<file path="config.mk">
export PLATFORM = sky130hd
export DESIGN_NAME = bbqm_sequencer_flat
export DESIGN_NICKNAME = d
export VERILOG_FILES = /design/src/rtl/bbqm_pkg.sv /design/src/rtl/bbqm_sequencer_if.sv /design/src/rtl/bbqm_sequencer_pc_counter.sv /design/src/rtl/bbqm_sequencer.sv /design/src/flat_wrapper.sv
export SDC_FILE = /design/constraint.sdc
export NUM_CORES = 1
export LEC_CHECK = 0
export CAP_MARGIN = 15
export CORE_MARGIN = 10
export CORE_UTILIZATION = 55
export CTS_BUF_LIST = sky130_fd_sc_hd__clkbuf_8
export DETAILED_ROUTE_END_ITERATION = 8
export HOLD_SLACK_MARGIN = 0.02
export PLACE_DENSITY = 0.87
export SETUP_SLACK_MARGIN = 0.05
export SYNTH_ARGS = -nofsm -noshare
export SYNTH_HDL_FRONTEND = slang
export SYNTH_HIERARCHICAL = 1
export SYNTH_SLANG_ARGS = --single-unit
</file>
<file path="constraint.sdc">
create_clock -name clk -period 4 [get_ports clk]
set_input_delay 1 -clock clk [delete_from_list [all_inputs] [get_ports clk]]
set_output_delay 1 -clock clk [all_outputs]
set_load 0.01 [all_outputs]
</file>
<file path="src/rtl/bbqm_pkg.sv">
// Shared definitions for the BBqM control sequencer: opcodes, state encoding
// and the opcode classifier used by both the fetch latch and the FSM.
package bbqm_pkg;

  localparam logic [3:0] OP_NOP   = 4'd0;
  localparam logic [3:0] OP_ADD   = 4'd1;
  localparam logic [3:0] OP_SUB   = 4'd2;
  localparam logic [3:0] OP_AND   = 4'd3;
  localparam logic [3:0] OP_LOAD  = 4'd4;
  localparam logic [3:0] OP_STORE = 4'd5;
  localparam logic [3:0] OP_JMP   = 4'd6;
  localparam logic [3:0] OP_JZ    = 4'd7;
  localparam logic [3:0] OP_HALT  = 4'd15;

  typedef enum logic [2:0] {
    ST_IDLE   = 3'd0,
    ST_FETCH  = 3'd1,
    ST_DECODE = 3'd2,
    ST_EXEC   = 3'd3,
    ST_MEM    = 3'd4,
    ST_WB     = 3'd5,
    ST_HALT   = 3'd6
  } state_t;

  typedef enum logic [2:0] {
    CL_NOP   = 3'd0,
    CL_ALU   = 3'd1,
    CL_LOAD  = 3'd2,
    CL_STORE = 3'd3,
    CL_JMP   = 3'd4,
    CL_JZ    = 3'd5,
    CL_HALT  = 3'd6,
    CL_ILL   = 3'd7
  } op_class_t;

  // Any set bit above the 4-bit opcode space makes the instruction illegal.
  function automatic op_class_t op_classify(input logic [3:0] op, input logic upper_nz);
    op_class_t cls;
    if (upper_nz) begin
      cls = CL_ILL;
    end else begin
      case (op)
        OP_NOP:                 cls = CL_NOP;
        OP_ADD, OP_SUB, OP_AND: cls = CL_ALU;
        OP_LOAD:                cls = CL_LOAD;
        OP_STORE:               cls = CL_STORE;
        OP_JMP:                 cls = CL_JMP;
        OP_JZ:                  cls = CL_JZ;
        OP_HALT:                cls = CL_HALT;
        default:                cls = CL_ILL;
      endcase
    end
    return cls;
  endfunction

endpackage

</file>
<file path="src/rtl/bbqm_sequencer_if.sv">
// Sequencer-to-datapath/memory signal bundle; the sequencer is the slave side.
interface bbqm_sequencer_if #(
  parameter int ADDR_W = 8,
  parameter int OPC_W  = 4
);
  logic              start;
  logic              instr_valid;
  logic [OPC_W-1:0]  opcode;
  logic [ADDR_W-1:0] jmp_target;
  logic              mem_ready;
  logic              zero_flag;
  logic [ADDR_W-1:0] pc;
  logic              fetch_req;
  logic              ir_load;
  logic              alu_en;
  logic              mem_rd;
  logic              mem_wr;
  logic              reg_we;
  logic              illegal;
  logic              halted;
  logic [2:0]        state;

  modport master (
    output start, instr_valid, opcode, jmp_target, mem_ready, zero_flag,
    input  pc, fetch_req, ir_load, alu_en, mem_rd, mem_wr, reg_we, illegal, halted, state
  );

  modport slave (
    input  start, instr_valid, opcode, jmp_target, mem_ready, zero_flag,
    output pc, fetch_req, ir_load, alu_en, mem_rd, mem_wr, reg_we, illegal, halted, state
  );
endinterface

</file>
<file path="src/rtl/bbqm_sequencer_pc_counter.sv">
// Program counter register with synchronous reset; load wins over increment.
module pc_counter #(
  parameter int W = 8
) (
  input  logic         clk,
  input  logic         reset,
  input  logic         inc,
  input  logic         load,
  input  logic [W-1:0] d,
  output logic [W-1:0] q
);

  logic [W-1:0] q_r;

  // Increment wraps naturally at the register width.
  always_ff @(posedge clk) begin
    if (reset) begin
      q_r <= '0;
    end else if (load) begin
      q_r <= d;
    end else if (inc) begin
      q_r <= q_r + W'(1'b1);
    end else begin
      q_r <= q_r;
    end
  end

  assign q = q_r;

endmodule

</file>
<file path="src/rtl/bbqm_sequencer.sv">
// BBqM multi-cycle control sequencer: walks each instruction through
// FETCH/DECODE/EXEC/MEM/WB, owns the PC and drives the datapath enables.
module bbqm_sequencer
  import bbqm_pkg::*;
#(
  parameter int ADDR_W = 8,
  parameter int OPC_W  = 4
) (
  input logic              clk,
  input logic              reset,
  bbqm_sequencer_if.slave  bus
);

  localparam int OPC_EXT_W = (OPC_W > 4) ? OPC_W : 4;

  state_t             state_r;
  logic [OPC_W-1:0]   opcode_r;
  logic [ADDR_W-1:0]  target_r;
  logic               fetch_req_r;
  logic               alu_en_r;
  logic               mem_rd_r;
  logic               mem_wr_r;
  logic               reg_we_r;
  logic               illegal_r;
  logic               halted_r;

  logic [OPC_EXT_W-1:0] op_ext_s;
  logic [OPC_EXT_W-1:0] in_ext_s;
  op_class_t            cls_s;
  op_class_t            in_cls_s;
  logic                 pc_inc_s;
  logic                 pc_load_s;
  logic [ADDR_W-1:0]    pc_s;

  assign op_ext_s = OPC_EXT_W'(opcode_r);
  assign in_ext_s = OPC_EXT_W'(bus.opcode);
  assign cls_s    = op_classify(op_ext_s[3:0], |(op_ext_s >> 3'd4));
  assign in_cls_s = op_classify(in_ext_s[3:0], |(in_ext_s >> 3'd4));

  // PC advance/jump strobes, asserted in the cycle an instruction retires.
  always_comb begin
    pc_inc_s  = 1'b0;
    pc_load_s = 1'b0;
    case (state_r)
      ST_DECODE: pc_inc_s = (cls_s == CL_ILL);
      ST_EXEC: begin
        case (cls_s)
          CL_NOP:  pc_inc_s = 1'b1;
          CL_JMP:  pc_load_s = 1'b1;
          CL_JZ: begin
            pc_load_s = bus.zero_flag;
            pc_inc_s  = ~bus.zero_flag;
          end
          default: pc_inc_s = 1'b0;
        endcase
      end
      ST_MEM:  pc_inc_s = bus.mem_ready && (cls_s == CL_STORE);
      ST_WB:   pc_inc_s = 1'b1;
      default: pc_inc_s = 1'b0;
    endcase
  end

  pc_counter #(.W(ADDR_W)) u_pc (
    .clk   (clk),
    .reset (reset),
    .inc   (pc_inc_s),
    .load  (pc_load_s),
    .d     (target_r),
    .q     (pc_s)
  );

  // State machine; each enable is registered from the state being entered.
  always_ff @(posedge clk) begin
    if (reset) begin
      state_r     <= ST_IDLE;
      opcode_r    <= '0;
      target_r    <= '0;
      fetch_req_r <= 1'b0;
      alu_en_r    <= 1'b0;
      mem_rd_r    <= 1'b0;
      mem_wr_r    <= 1'b0;
      reg_we_r    <= 1'b0;
      illegal_r   <= 1'b0;
      halted_r    <= 1'b0;
    end else begin
      fetch_req_r <= 1'b0;
      alu_en_r    <= 1'b0;
      mem_rd_r    <= 1'b0;
      mem_wr_r    <= 1'b0;
      reg_we_r    <= 1'b0;
      illegal_r   <= 1'b0;
      halted_r    <= 1'b0;
      case (state_r)
        ST_IDLE: begin
          if (bus.start) begin
            state_r     <= ST_FETCH;
            fetch_req_r <= 1'b1;
          end else begin
            state_r <= ST_IDLE;
          end
        end
        ST_FETCH: begin
          if (bus.instr_valid) begin
            opcode_r  <= bus.opcode;
            target_r  <= bus.jmp_target;
            state_r   <= ST_DECODE;
            illegal_r <= (in_cls_s == CL_ILL);
          end else begin
            state_r     <= ST_FETCH;
            fetch_req_r <= 1'b1;
          end
        end
        ST_DECODE: begin
          case (cls_s)
            CL_HALT: begin
              state_r  <= ST_HALT;
              halted_r <= 1'b1;
            end
            CL_ILL: begin
              state_r     <= ST_FETCH;
              fetch_req_r <= 1'b1;
            end
            default: begin
              state_r  <= ST_EXEC;
              alu_en_r <= 1'b1;
            end
          endcase
        end
        ST_EXEC: begin
          case (cls_s)
            CL_ALU: begin
              state_r  <= ST_WB;
              reg_we_r <= 1'b1;
            end
            CL_LOAD: begin
              state_r  <= ST_MEM;
              mem_rd_r <= 1'b1;
            end
            CL_STORE: begin
              state_r  <= ST_MEM;
              mem_wr_r <= 1'b1;
            end
            default: begin
              state_r     <= ST_FETCH;
              fetch_req_r <= 1'b1;
            end
          endcase
        end
        ST_MEM: begin
          if (bus.mem_ready) begin
            if (cls_s == CL_LOAD) begin
              state_r  <= ST_WB;
              reg_we_r <= 1'b1;
            end else begin
              state_r     <= ST_FETCH;
              fetch_req_r <= 1'b1;
            end
          end else begin
            state_r  <= ST_MEM;
            mem_rd_r <= (cls_s == CL_LOAD);
            mem_wr_r <= (cls_s == CL_STORE);
          end
        end
        ST_WB: begin
          state_r     <= ST_FETCH;
          fetch_req_r <= 1'b1;
        end
        ST_HALT: begin
          state_r  <= ST_HALT;
          halted_r <= 1'b1;
        end
        default: begin
          state_r <= ST_IDLE;
        end
      endcase
    end
  end

  assign bus.pc        = pc_s;
  assign bus.fetch_req = fetch_req_r;
  assign bus.ir_load   = (state_r == ST_FETCH) && bus.instr_valid;
  assign bus.alu_en    = alu_en_r;
  assign bus.mem_rd    = mem_rd_r;
  assign bus.mem_wr    = mem_wr_r;
  assign bus.reg_we    = reg_we_r;
  assign bus.illegal   = illegal_r;
  assign bus.halted    = halted_r;
  assign bus.state     = state_r;

endmodule

</file>
<file path="src/flat_wrapper.sv">
// flat-port wrapper written by rule: the top's interface ports become plain ports
module bbqm_sequencer_flat import bbqm_pkg::*;
#(
  parameter int ADDR_W = 8,
  parameter int OPC_W  = 4
)
  (clk, reset, bus_start, bus_instr_valid, bus_opcode, bus_jmp_target, bus_mem_ready, bus_zero_flag, bus_pc, bus_fetch_req, bus_ir_load, bus_alu_en, bus_mem_rd, bus_mem_wr, bus_reg_we, bus_illegal, bus_halted, bus_state);
  bbqm_sequencer_if #(.ADDR_W(ADDR_W), .OPC_W(OPC_W)) bus_i ();
  input logic clk;
  input logic reset;
  input wire logic [$bits(bus_i.start)-1:0] bus_start;
  input wire logic [$bits(bus_i.instr_valid)-1:0] bus_instr_valid;
  input wire logic [$bits(bus_i.opcode)-1:0] bus_opcode;
  input wire logic [$bits(bus_i.jmp_target)-1:0] bus_jmp_target;
  input wire logic [$bits(bus_i.mem_ready)-1:0] bus_mem_ready;
  input wire logic [$bits(bus_i.zero_flag)-1:0] bus_zero_flag;
  output wire logic [$bits(bus_i.pc)-1:0] bus_pc;
  output wire logic [$bits(bus_i.fetch_req)-1:0] bus_fetch_req;
  output wire logic [$bits(bus_i.ir_load)-1:0] bus_ir_load;
  output wire logic [$bits(bus_i.alu_en)-1:0] bus_alu_en;
  output wire logic [$bits(bus_i.mem_rd)-1:0] bus_mem_rd;
  output wire logic [$bits(bus_i.mem_wr)-1:0] bus_mem_wr;
  output wire logic [$bits(bus_i.reg_we)-1:0] bus_reg_we;
  output wire logic [$bits(bus_i.illegal)-1:0] bus_illegal;
  output wire logic [$bits(bus_i.halted)-1:0] bus_halted;
  output wire logic [$bits(bus_i.state)-1:0] bus_state;
  assign bus_i.start = bus_start;
  assign bus_i.instr_valid = bus_instr_valid;
  assign bus_i.opcode = bus_opcode;
  assign bus_i.jmp_target = bus_jmp_target;
  assign bus_i.mem_ready = bus_mem_ready;
  assign bus_i.zero_flag = bus_zero_flag;
  assign bus_pc = bus_i.pc;
  assign bus_fetch_req = bus_i.fetch_req;
  assign bus_ir_load = bus_i.ir_load;
  assign bus_alu_en = bus_i.alu_en;
  assign bus_mem_rd = bus_i.mem_rd;
  assign bus_mem_wr = bus_i.mem_wr;
  assign bus_reg_we = bus_i.reg_we;
  assign bus_illegal = bus_i.illegal;
  assign bus_halted = bus_i.halted;
  assign bus_state = bus_i.state;
  bbqm_sequencer #(.ADDR_W(ADDR_W), .OPC_W(OPC_W)) u_core (.clk(clk), .reset(reset), .bus(bus_i));
endmodule
</file>
==> impl_results.md <==
* Status: finished clean
* Postcts setup bufs at 0
* Syn_nets at just over 200
* PD cells at approximately 400 nW/µm²
* Most frequent cell after synthesis: dfxtp_1
* Syn avg cell area at around 8.5 µm²
* Maximum vdd drop at 0.000459 V
* Die Y at 73.8 µm
* CTS tree: yes
* Clock Tree Root: clkbuf_8
* Antenna violations before repair at 0
* Main combinational cell family by area after synthesis: simple AND/OR/NAND/NOR gates
* Die Width at between 70 and 80 µm
* Gpl congestion at 0.880
* Layout area overhead at 30.0%
* Worst Tran Pin Value at about 0.86 ns
* Synth Area in Simple Gates at roughly a quarter
* Fin nets at 238
* Clk_lat worst skew at slightly below 0.3 ns
* Post-route cell area at 2070 µm²
* Met2 WL at roughly 2300 µm
* Number of global-route vias before repair at between 1000 and 1500
* Peak Freq at between 0.2 and 0.3 GHz
* Die area at approximately 5500 µm²
* H-tree levels at 2
* Vias at about 1500
* Hpwl dp at 2960 µm
* Post-Syn Area at roughly 1600 µm²
* Site row count at 19
* Congestion Overflow GR at 0
* CTS Buffer Depth at 2
* Core area at approximately 2800 µm²
* Reg power frac at 43.7%
* Dominant cell type by area after synthesis: dfxtp_1
* Sink Count at 33
* Setup tns final at 0 ns
* Switching portion of total power at 22.8%
* WS Path Type: in2out
* FILL cells at 205
* Gate power share at 11.5%
* Layout Utilization at approximately three quarters
* DRT antenna net count at 0
* Top FF cell, synth: dfxtp_1
* Worst Hold Class: reg2reg
* Most frequent cells after synthesis: dfxtp_1 (33), nand2_1 (24), a21oi_1 (19), nor2_1 (13), clkbuf_1 (8)
* # DRC at 0
* Post-synthesis cell type count at 48
* Compound-Gate Fraction of Synth Area at about a fifth
* Diode count at 0
* Post-Synth XOR/XNOR Area at around 2.2%
* Routed wire length at approximately 4100 µm
* Tmin final at approximately 3.7 ns
* Io pins at 37
* Pins Over Slew Limit at 0
* EDFF count, synth at 0
* Fin crit share at between 90% and 100%
* Post-synthesis sequential area ratio at around two fifths
* Worst EP required at ~3 ns
* Pin count of the biggest net entering global routing at 35
* Crit start category: primary input
* Drt first pass iters at 4
* First-pass GRT wire length at between 6000 and 7000 µm
* DRT iter0 DRCs at between 150 and 200
* DP Area at between 1500 and 2000 µm²
* Post-CTS sizing at 0
* Post-synth ARST share at 0%
* Flop and latch count out of synthesis at 33
* Initial Utilization at between 50% and 60%
* Adder-cell share of the synthesized area at less than 1%
* Total CTS buffers at 5
* Wire per inst at ~16 µm
* Top sig layer: met4
* I/O Buffers at 36
* Psw at between 150 and 200 µW
* All-Layer GR Usage at between 10% and 20%
* Final Setup Violations at 0
* Mux share of post-synthesis cell area at 4.47%
* WL met1 at between 1500 and 2000 µm
* Yosys top cell area share at 41.4%
* Fin. Hold Viols at 0
* Hold Buf Count CTS at 0
* CP arrival at about 2.7 ns
* Worst-path maximum fanout at 14
* Fraction of layout cells with a size suffix above 1 at 7.27%
* RSZ-0062 raised after global routing: no
* Max Clock Skew at approximately 0.0094 ns
* Clock share of power at ~45%
* Clk slew on worst S/H paths at 0.07 ns
* Post-Synthesis Cells at roughly 190
* Top post-synthesis cells by area: dfxtp_1 (41%), a21oi_1 (6.0%), nand2_1 (5.7%)
* Max-cap violations at 0
* Tot Pwr at between 800 and 900 µW
* Cell Int Power at between 600 and 700 µW
* Max_slew headroom at a little over two fifths
* Synth warn at 6
* Avg Vias per Cell at around 5.9
* CP Capture Type: primary output
* Routed wl met3 at about 280 µm
* P_leak at 0.000708 µW
routing by layer:
layer	vias up	GRT usage [%]
li1	738	-
met3	7	5.38
met1	703	16.7
met5	-	0
met2	39	27.7
met4	0	5.38
cell families (layout without fill, tap and decap cells):
family,Yosys count,in the layout
AOI/OAI and AO/OA,49,49
muxes,7,7
DFF,33,33
xor gates and xnor gates,4,4
buffers and inverters,20,53
adders and majority gates,1,1
and+or+nand+nor,73,73
state kept, by name (all words and copies together), names as in the netlist:
signal	cells
u_core/bus.mem_wr	1
u_core/bus.fetch_req	1
u_core/u_pc/q	8
u_core/bus.reg_we	1
u_core/op_ext_s	4
u_core/cls_s	3
u_core/target_r	8
u_core/bus.halted	1
u_core/bus.alu_en	1
u_core/bus.illegal	1
u_core/bus.state	3
u_core/bus.mem_rd	1
layout by cell type (no fill, tap or decap), types with 3 or more instances in the layout:
cell	Yosys	final
clkdlybuf4s50_1	0	36
dfxtp_1	33	33
nand2_1	24	24
a21oi_1	19	19
nor2_1	13	13
nand2b_1	7	7
o211ai_1	7	7
mux2i_1	6	6
clkbuf_8	0	5
inv_1	5	5
nand3_1	5	5
nor3_1	5	5
xor2_1	4	4
o21ai_0	3	3
nand4_1	3	3
a211oi_1	3	3
nor3b_1	3	3
per-stage QoR:
step	cells	setup WS, ns	hold slack, ns
finish	251	0.306	0.472
global route	251	0.253	0.500
CTS	251	0.299	0.470
detailed placement	243	0.299	0.457
global placement	243	0.323	0.447
floorplan	187	1.20	0.436
power groups by stage:
stage	sequential, µW	clock [µW]	combinational, µW
floorplan	357	0	65.3
global placement	366	0	90.4
detailed placement	368	0	93.5
global route	364	388	104
finish	362	371	95.0
CTS	361	374	94.8
critical path: stages:
cell and delay, ns:
clkdlybuf4s50_1 0.50, nand2b_4 0.07, or3_4 0.43, clkinv_4 0.14, clkdlybuf4s50_1 0.56
final timing paths:
check / startpoint / endpoint / slack [ns] / cells past startpoint
max: bus_instr_valid / bus_ir_load / 0.31 / 5
min: u_core/target_r[4]$_SDFFE_PP0P_ / u_core/target_r[4]$_SDFFE_PP0P_ / 0.47 / 2
max reg2reg: u_core/bus.state[2]$_SDFF_PP0_ / u_core/u_pc/q[5]$_SDFFE_PP0P_ / 1.35 / 7
min reg2reg: u_core/target_r[4]$_SDFFE_PP0P_ / u_core/target_r[4]$_SDFFE_PP0P_ / 0.47 / 2
cell type report:
class / instances / area (µm²) / area share, %
multi-input cells: 134 / 830 / 40.0
flip-flops and latches: 33 / 661 / 31.9
clock inverters: 3 / 65.1 / 3.14
repair buffers: 38 / 375 / 18.1
inverters: 7 / 33.8 / 1.63
well taps: 31 / 38.8 / 1.87
clock buffers: 5 / 68.8 / 3.32
(Power assumes the default switching activity.)
